--- src/rtl/seg_display_monitor.sv ---
// ============================================================================
// Module      : seg_display_monitor
// Description : Decodes a two-digit active-low 7-segment bus back to binary
//               after a stability filter; flags blank and illegal patterns.
//               Optional SEG_MON_SEQ_CHECK_EN adds a countdown sequence check.
// Revision    : 1.0 - initial release
// ============================================================================
`default_nettype none

module seg_display_monitor #(
    parameter int STABLE_CYCLES = 4,
    parameter int ERR_CNT_W     = 8
) (
    input  logic                 clk,
    input  logic                 rst,
    input  logic [13:0]          seg_in,
    input  logic                 sample_en,
    input  logic                 clear_err,
    output logic [6:0]           value,
    output logic                 value_valid,
    output logic                 blank,
    output logic                 error,
    output logic                 update,
`ifdef SEG_MON_SEQ_CHECK_EN
    output logic                 seq_err,
`endif
    output logic [ERR_CNT_W-1:0] err_count
);

    localparam int CNT_W = $clog2(STABLE_CYCLES + 1);
    localparam logic [CNT_W-1:0] c_STABLE = CNT_W'(STABLE_CYCLES);
    localparam logic [13:0]      c_BLANK  = 14'h3FFF;

    typedef enum logic [1:0] {
        S_IDLE   = 2'd0,
        S_SETTLE = 2'd1,
        S_LOCKED = 2'd2,
        S_FAULT  = 2'd3
    } state_t;

    state_t                 r_state, w_state_nxt;
    logic [13:0]            r_cand;
    logic [CNT_W-1:0]       r_cnt, w_cnt_nxt;
    logic [13:0]            r_last_pat;
    logic                   r_committed;
    logic [6:0]             r_value;
    logic                   r_valid, r_blank, r_error, r_update;
    logic [ERR_CNT_W-1:0]   r_err_cnt;

    logic                   w_diff, w_commit, w_blank, w_legal, w_illegal;
    logic [4:0]             w_tens, w_ones;
    logic [6:0]             w_value;

    // Returns {digit_ok, digit}
    function automatic logic [4:0] f_decode(input logic [6:0] p);
        case (p)
            7'b0000001: f_decode = {1'b1, 4'd0};
            7'b1001111: f_decode = {1'b1, 4'd1};
            7'b0010010: f_decode = {1'b1, 4'd2};
            7'b0000110: f_decode = {1'b1, 4'd3};
            7'b1001100: f_decode = {1'b1, 4'd4};
            7'b0100100: f_decode = {1'b1, 4'd5};
            7'b0100000: f_decode = {1'b1, 4'd6};
            7'b0001111: f_decode = {1'b1, 4'd7};
            7'b0000000: f_decode = {1'b1, 4'd8};
            7'b0000100: f_decode = {1'b1, 4'd9};
            default:    f_decode = 5'd0;
        endcase
    endfunction

    assign w_tens    = f_decode(seg_in[13:7]);
    assign w_ones    = f_decode(seg_in[6:0]);
    assign w_blank   = (seg_in == c_BLANK);
    assign w_legal   = w_tens[4] && w_ones[4] && (w_tens[3:0] <= 4'd6);
    assign w_illegal = !w_blank && !w_legal;
    assign w_value   = 7'(w_tens[3:0]) * 7'd10 + 7'(w_ones[3:0]);

    assign w_diff    = (seg_in != r_cand);
    assign w_cnt_nxt = w_diff ? CNT_W'(1) :
                       (r_cnt < c_STABLE) ? r_cnt + 1'b1 : r_cnt;
    // Commit only on the edge the counter arrives at the threshold, never while parked there
    assign w_commit  = sample_en && (w_cnt_nxt == c_STABLE) &&
                       (w_diff || (r_cnt != c_STABLE));

    always_comb begin
        w_state_nxt = r_state;
        if (sample_en) begin
            if (w_commit)
                w_state_nxt = w_illegal ? S_FAULT : S_LOCKED;
            else if (w_diff)
                w_state_nxt = S_SETTLE;
        end
    end

    always_ff @(posedge clk or posedge rst) begin
        if (rst) begin
            r_state     <= S_IDLE;
            r_cand      <= c_BLANK;
            r_cnt       <= '0;
            r_last_pat  <= c_BLANK;
            r_committed <= 1'b0;
            r_value     <= '0;
            r_valid     <= 1'b0;
            r_blank     <= 1'b0;
            r_error     <= 1'b0;
            r_update    <= 1'b0;
        end else begin
            r_update <= 1'b0;
            if (sample_en) begin
                r_state <= w_state_nxt;
                r_cand  <= seg_in;
                r_cnt   <= w_cnt_nxt;
                if (w_commit) begin
                    r_update    <= !r_committed || (seg_in != r_last_pat);
                    r_last_pat  <= seg_in;
                    r_committed <= 1'b1;
                    r_valid     <= w_legal;
                    r_blank     <= w_blank;
                    r_error     <= w_illegal;
                    if (w_legal)
                        r_value <= w_value;
                end
            end
        end
    end

    always_ff @(posedge clk or posedge rst) begin
        if (rst)
            r_err_cnt <= '0;
        else if (clear_err)
            r_err_cnt <= '0;
        else if (w_commit && w_illegal && (r_err_cnt != '1))
            r_err_cnt <= r_err_cnt + 1'b1;
    end

`ifdef SEG_MON_SEQ_CHECK_EN
    logic       r_seq_err;
    logic       r_prev_legal;
    logic [6:0] r_prev_val;

    // A blank commit arms a reload; illegal commits leave the history untouched
    always_ff @(posedge clk or posedge rst) begin
        if (rst) begin
            r_seq_err    <= 1'b0;
            r_prev_legal <= 1'b0;
            r_prev_val   <= '0;
        end else begin
            r_seq_err <= 1'b0;
            if (w_commit) begin
                if (w_legal) begin
                    r_seq_err    <= r_prev_legal && (r_prev_val != 7'd0) &&
                                    (w_value != r_prev_val - 7'd1);
                    r_prev_legal <= 1'b1;
                    r_prev_val   <= w_value;
                end else if (w_blank) begin
                    r_prev_legal <= 1'b0;
                end
            end
        end
    end

    assign seq_err = r_seq_err;
`endif

    assign value       = r_value;
    assign value_valid = r_valid;
    assign blank       = r_blank;
    assign error       = r_error;
    assign update      = r_update;
    assign err_count   = r_err_cnt;

endmodule

`default_nettype wire

--- config.mk ---
export PLATFORM = sky130hd
export DESIGN_NAME = seg_display_monitor
export DESIGN_NICKNAME = d
export VERILOG_FILES = /design/src/rtl/seg_display_monitor.sv
export SDC_FILE = /design/constraint.sdc
export NUM_CORES = 1
export LEC_CHECK = 0
export CAP_MARGIN = 20
export CELL_PAD_IN_SITES_DETAIL_PLACEMENT = 1
export CELL_PAD_IN_SITES_GLOBAL_PLACEMENT = 1
export CORE_MARGIN = 4
export CORE_UTILIZATION = 46
export CTS_BUF_LIST = sky130_fd_sc_hd__clkbuf_8
export DETAILED_ROUTE_END_ITERATION = 16
export HOLD_SLACK_MARGIN = 0.05
export PLACE_DENSITY = 0.81
export SYNTH_ARGS = -nofsm -noshare
export SYNTH_HDL_FRONTEND = slang
export SYNTH_SLANG_ARGS = --single-unit
--- constraint.sdc ---
create_clock -name clk -period 2.7 [get_ports clk]
set_clock_uncertainty 0.05 [all_clocks]
set_input_delay 0.27 -clock clk [delete_from_list [all_inputs] [get_ports clk]]
set_output_delay 0.27 -clock clk [all_outputs]
set_load 0.01 [all_outputs]
Word level (Yosys, flattened, before mapping):

Index checks and enable logic that the tools add are counted.

* logic and storage cells: 65
* bits in registers: 51
* output and inout bits: 19

* $lt $le $gt $ge: 2
* add/sub/neg operators: 3
* reductions and logical operators: 17
* mux-type cells: 8
* equal/unequal tests: 24
* $mul: 1

Operators by type and width (number)
* 5-bit one-hot mux with 10 select lines: 2
* 7-bit by 3-bit == test with 1-bit output (second input constant): 4
* 7-bit by 6-bit == test with 1-bit output (second input constant): 4
* 7-bit == test (second input constant): 4
* 14-bit != test: 2
* 8-bit two-way mux: 2
* 14-bit == test (second input constant): 1
* 7-bit by 1-bit == test with 1-bit output (second input constant): 2
* 7-bit by 4-bit == test with 1-bit output (second input constant): 2
* 7-bit by 5-bit == test with 1-bit output (second input constant): 2
* 7-bit logical NOT: 2
* 8-bit by 1-bit adder with 8-bit output (second input constant): 1
* 8-bit != test (second input constant): 1
* 7-bit by 4-bit adder with 7-bit output: 1
* 1-bit logical AND: 7
* 4-bit by 3-bit multiplier with 6-bit output (second input constant): 1
* 3-bit two-way mux: 2
* 4-bit by 3-bit <= comparator with 1-bit output (second input constant): 1
* 3-bit by 1-bit adder with 3-bit output (second input constant): 1
* 3-bit == test (second input constant): 1
* 1-bit logical NOT: 3
* 3-bit less-than comparator (second input constant): 1
* 3-bit != test (second input constant): 1
* 3-bit AND reduction: 1
* 4 further kinds: 6

Logic depth before layout (Yosys ltp):

* word-level depth: 10
* depth in mapped cells: 12
* gate-level depth less buffers: 11

Worst setup path after synthesis:

Ideal clock, no wire load.

* path type: input -> register
* start point: in seg_in[9]
* end point: reg r_value[6], in the netlist value[6]
* data arrival time: 2.589 ns
* cell stages on the path: 11
* slack: -0.067 ns
* cells stage by stage: clkbuf_1 -> and4b_1 -> o21ai_0 -> a21oi_1 -> ha_1 -> ha_1 -> fa_1 -> nand2_1 -> nor2_1 -> xnor2_1 -> mux2_1

* word-level cells in the longest chain between the ends: 6

Ends and longest elaborated chain
* start, declared: RTL line 16 `input logic [13:0] seg_in,`
* branches (longest 6 deep; another with 7-bit by 4-bit adder with 7-bit output)
* end signal, assigned: RTL line 121 `r_value <= w_value;`
* end, declared: RTL line 46 `logic [6:0] r_value;`

Parallel ways; which one is timed is not known.
A chain may end at the register's enable or synchronous reset.

Final worst setup path:

* start point: in seg_in[4]
* end point: reg r_value[5], in the netlist value[5]

* word-level cells in the longest chain between the ends: 6

Ends and longest elaborated chain
* branches (longest 6 deep; another with 7-bit by 4-bit adder with 7-bit output)

Parallel ways; which one is timed is not known.

==> metrics <==
die footprint 0.008324 mm^2; setup TNS -14.64 ps; R2R depth 6; root buf cell clkbuf_8; crit end category register; CTS clk-pin slew, worst paths 100 ps; layout cells sized above 1 0.3351; initial antenna violation count 0; RD Place Congestion 0.8614; Worst-Margin Slew 630.5 ps; CTS Sinks 51; count of final setup violators 1; RSZ-0062 raised after global routing true; Hold Crit Class in2async; port buffer count 36; Syn Nets 331; worst-case clock buffer depth 2; vias in the first global route 2862; HPWL Detailed 6375 um; Post-Synthesis Cells 302; Die H 91.24 um; Top FF cell, synth dfstp_2; DRC violations left 0; Worst Path Max Fanout 4; synthesized area 0.003187 mm^2; failing checks negative setup slack; drt first-iter violations 127; antenna-violating nets left 0; number of max-cap violations 0; placed insts 454; Fillers 746; Inserted Clock Buffers 5; slowest stage delay, CP 600 ps; EDFF count, synth 0; Max VDD drop 0.2368 mV; nets@finish 410; hold buffers post-CTS 0; critical path, cell by cell clkdlybuf4s50_1 -> inv_1 -> nor4b_1 -> o21ai_0 -> o31ai_1 -> ha_1 -> fa_1 -> a21o_1 -> nand2_1 -> xnor2_1 -> mux2_1; Sw Ratio 0.2416; FF-to-FF Start r_cand[12]$_DFFE_PP1P_; Seq/Total Area, Yosys 0.4115; TritonCTS clock tree done; largest net degree at the start of global routing 30; critical path's slowest cell clkdlybuf4s50_1; Hold Slack 310.7 ps; internal power 0.001307 W; crit share post-route 1.005; synth unique cells 53; Synth Warn # 0; CP Data Arrival Time 2860 ps; RR Endpoint err_count[4]$_DFFE_PP0P_; fmax 368.4 MHz; num rows 30; Comb power frac 0.162; relative slew slack 0.5790; drt total wl 8648 um; commonest non-fill, non-tap cells in the layout buf_4, xnor2_1, dfstp_2; main area contributors after synthesis dfstp_2, dfrtp_1, xnor2_1, mux2_1, mux2_2; GRT Total Usage 0.2147; Lkg Pwr 1.771 nW; DRT Pass-1 Iters 4; Wirelength per Cell 18.72 um; synth-to-layout area growth 30.23%; critical path required time 2840 ps; NetSw 0.0004164 W; DR vias 2667; GRT overflow 0; r2r setup slk 240 ps; Mapped Avg Cell Area 10.55 um^2; ant diodes 0; FF+latch count, synth 51; min Tclk post-route 2715 ps; core area 0.006756 mm^2; H-tree depth 2; worst setup margin -14.64 ps; top-area cell type share of the netlist area 0.2309; Layout Cells excl Fill 462; die width 91.24 um; Final Hold Vio Count 0; Clock Latency Late Sink 300 ps; # IOs 37; first-pass GRT wire length 14510 um; routed vias/inst 5.773; critical path class in2reg; PD cells 415.3 mW/mm^2; crit start category input port; fraction of registers with async set/reset 1.000; starting density of the core 0.4717; largest area contributor in the netlist dfstp_2; Sequential Power Share 0.475; most common cell after layout, fill and taps aside buf_4; max-slew violation count 0; status finished with violations; Clock Power Share 0.362
final cells by class:
| cell class | instances | area [um^2] | area share |
|---|---|---|---|
| clock inverter | 3 | 63.81 | 0.01538 |
| inverter | 6 | 22.52 | 0.005427 |
| timing repair buffer | 94 | 792.0 | 0.1908 |
| sequential | 51 | 1311 | 0.3159 |
| clock buffer | 5 | 68.82 | 0.01658 |
| tap | 80 | 100.1 | 0.02412 |
| multi-input combinational | 223 | 1792 | 0.4317 |
critical path: cells and delay by family:
kind,cells,cell delay [ps]
buffers and inverters,2,700
AND/OR/NAND/NOR,2,560
multiplexers,1,280
adder cells (fa/ha/maj),2,450
XOR/XNOR,1,120
AO/OA/AOI/OAI,3,470
Yosys cell counts (7+ instances only):
library cell / count
mux2_2: 14
xnor2_1: 31
a21oi_1: 14
nand3_1: 12
dfstp_2: 28
mux2_1: 22
nand2_1: 19
clkbuf_1: 12
o31ai_1: 8
nand4_1: 16
ha_1: 9
nor3_1: 7
nor2_1: 10
dfrtp_1: 23
per-stage QoR:
stage               cell area [um^2]  utilization  setup WS (ps)  total power (W)
floorplan                       3191            -          4.978        0.0009797
global placement                3976       0.5885         -345.6         0.001088
detailed placement              3976       0.5885         -483.1         0.001100
CTS                             4120       0.6098          13.13         0.001732
global route                    4150       0.6143         -109.3         0.001805
finish                          4150       0.6143         -14.64         0.001724
registers in the layout, summed over array words and instances (netlist names):
signal	count
r_cnt	3
blank	1
error	1
err_count	8
update	1
r_last_pat	14
r_cand	14
value_valid	1
value	7
r_committed	1
power by group through the flow:
stage / clock [W] / sequential (W) / combinational, W
after floorplan: 0 / 0.000828 / 0.000152
after global placement: 0 / 0.000829 / 0.000259
after detailed placement: 0 / 0.000832 / 0.000269
after CTS: 0.000640 / 0.000818 / 0.000273
after global routing: 0.000680 / 0.000823 / 0.000302
final: 0.000625 / 0.000820 / 0.000279
kinds of logic after synthesis:
kind of cell,after synthesis,share of synthesized area
AOI/OAI and AO/OA,44,0.08717
buffers and inverters,28,0.04162
and+or+nand+nor,98,0.1830
xor gates and xnor gates,34,0.1017
adders and majority gates,11,0.04790
DFF,51,0.4115
muxes,36,0.1272
how the worst max path moves through the flow:
stage	startpoint	to	slack, ps	cells after the start
6_report	seg_in[4]	value[5]$_DFFE_PP0P_	-10	11
5_1_grt	seg_in[4]	value[5]$_DFFE_PP0P_	-110	11
4_1_cts	seg_in[6]	err_count[4]$_DFFE_PP0P_	10	8
2_1_floorplan	seg_in[9]	value[6]$_DFFE_PP0P_	5	11
3_5_place_dp	seg_in[11]	value[6]$_DFFE_PP0P_	-480	11
3_3_place_gp	seg_in[8]	value[6]$_DFFE_PP0P_	-350	11
metal layers:
metal  up-vias  global-route usage  part of all wire
li1       1251                   -                 -
met1      1351              0.2826              0.45
met2        52              0.3752              0.51
met3        13             0.02734             0.024
met4         0             0.04899             0.017
met5         -                   0                 0
repair_timing:
| item | 4_1_cts | 5_1_grt |
|---|---|---|
| setup endpoints to repair | 4 | 9 |
| pin swaps | 1 | 0 |
| setup buffers | 0 | 0 |
| endpoints found under the hold margin | 0 | 0 |
| gates resized for setup | 15 | 6 |
Note: power is estimated with default switching activity, not from simulation.
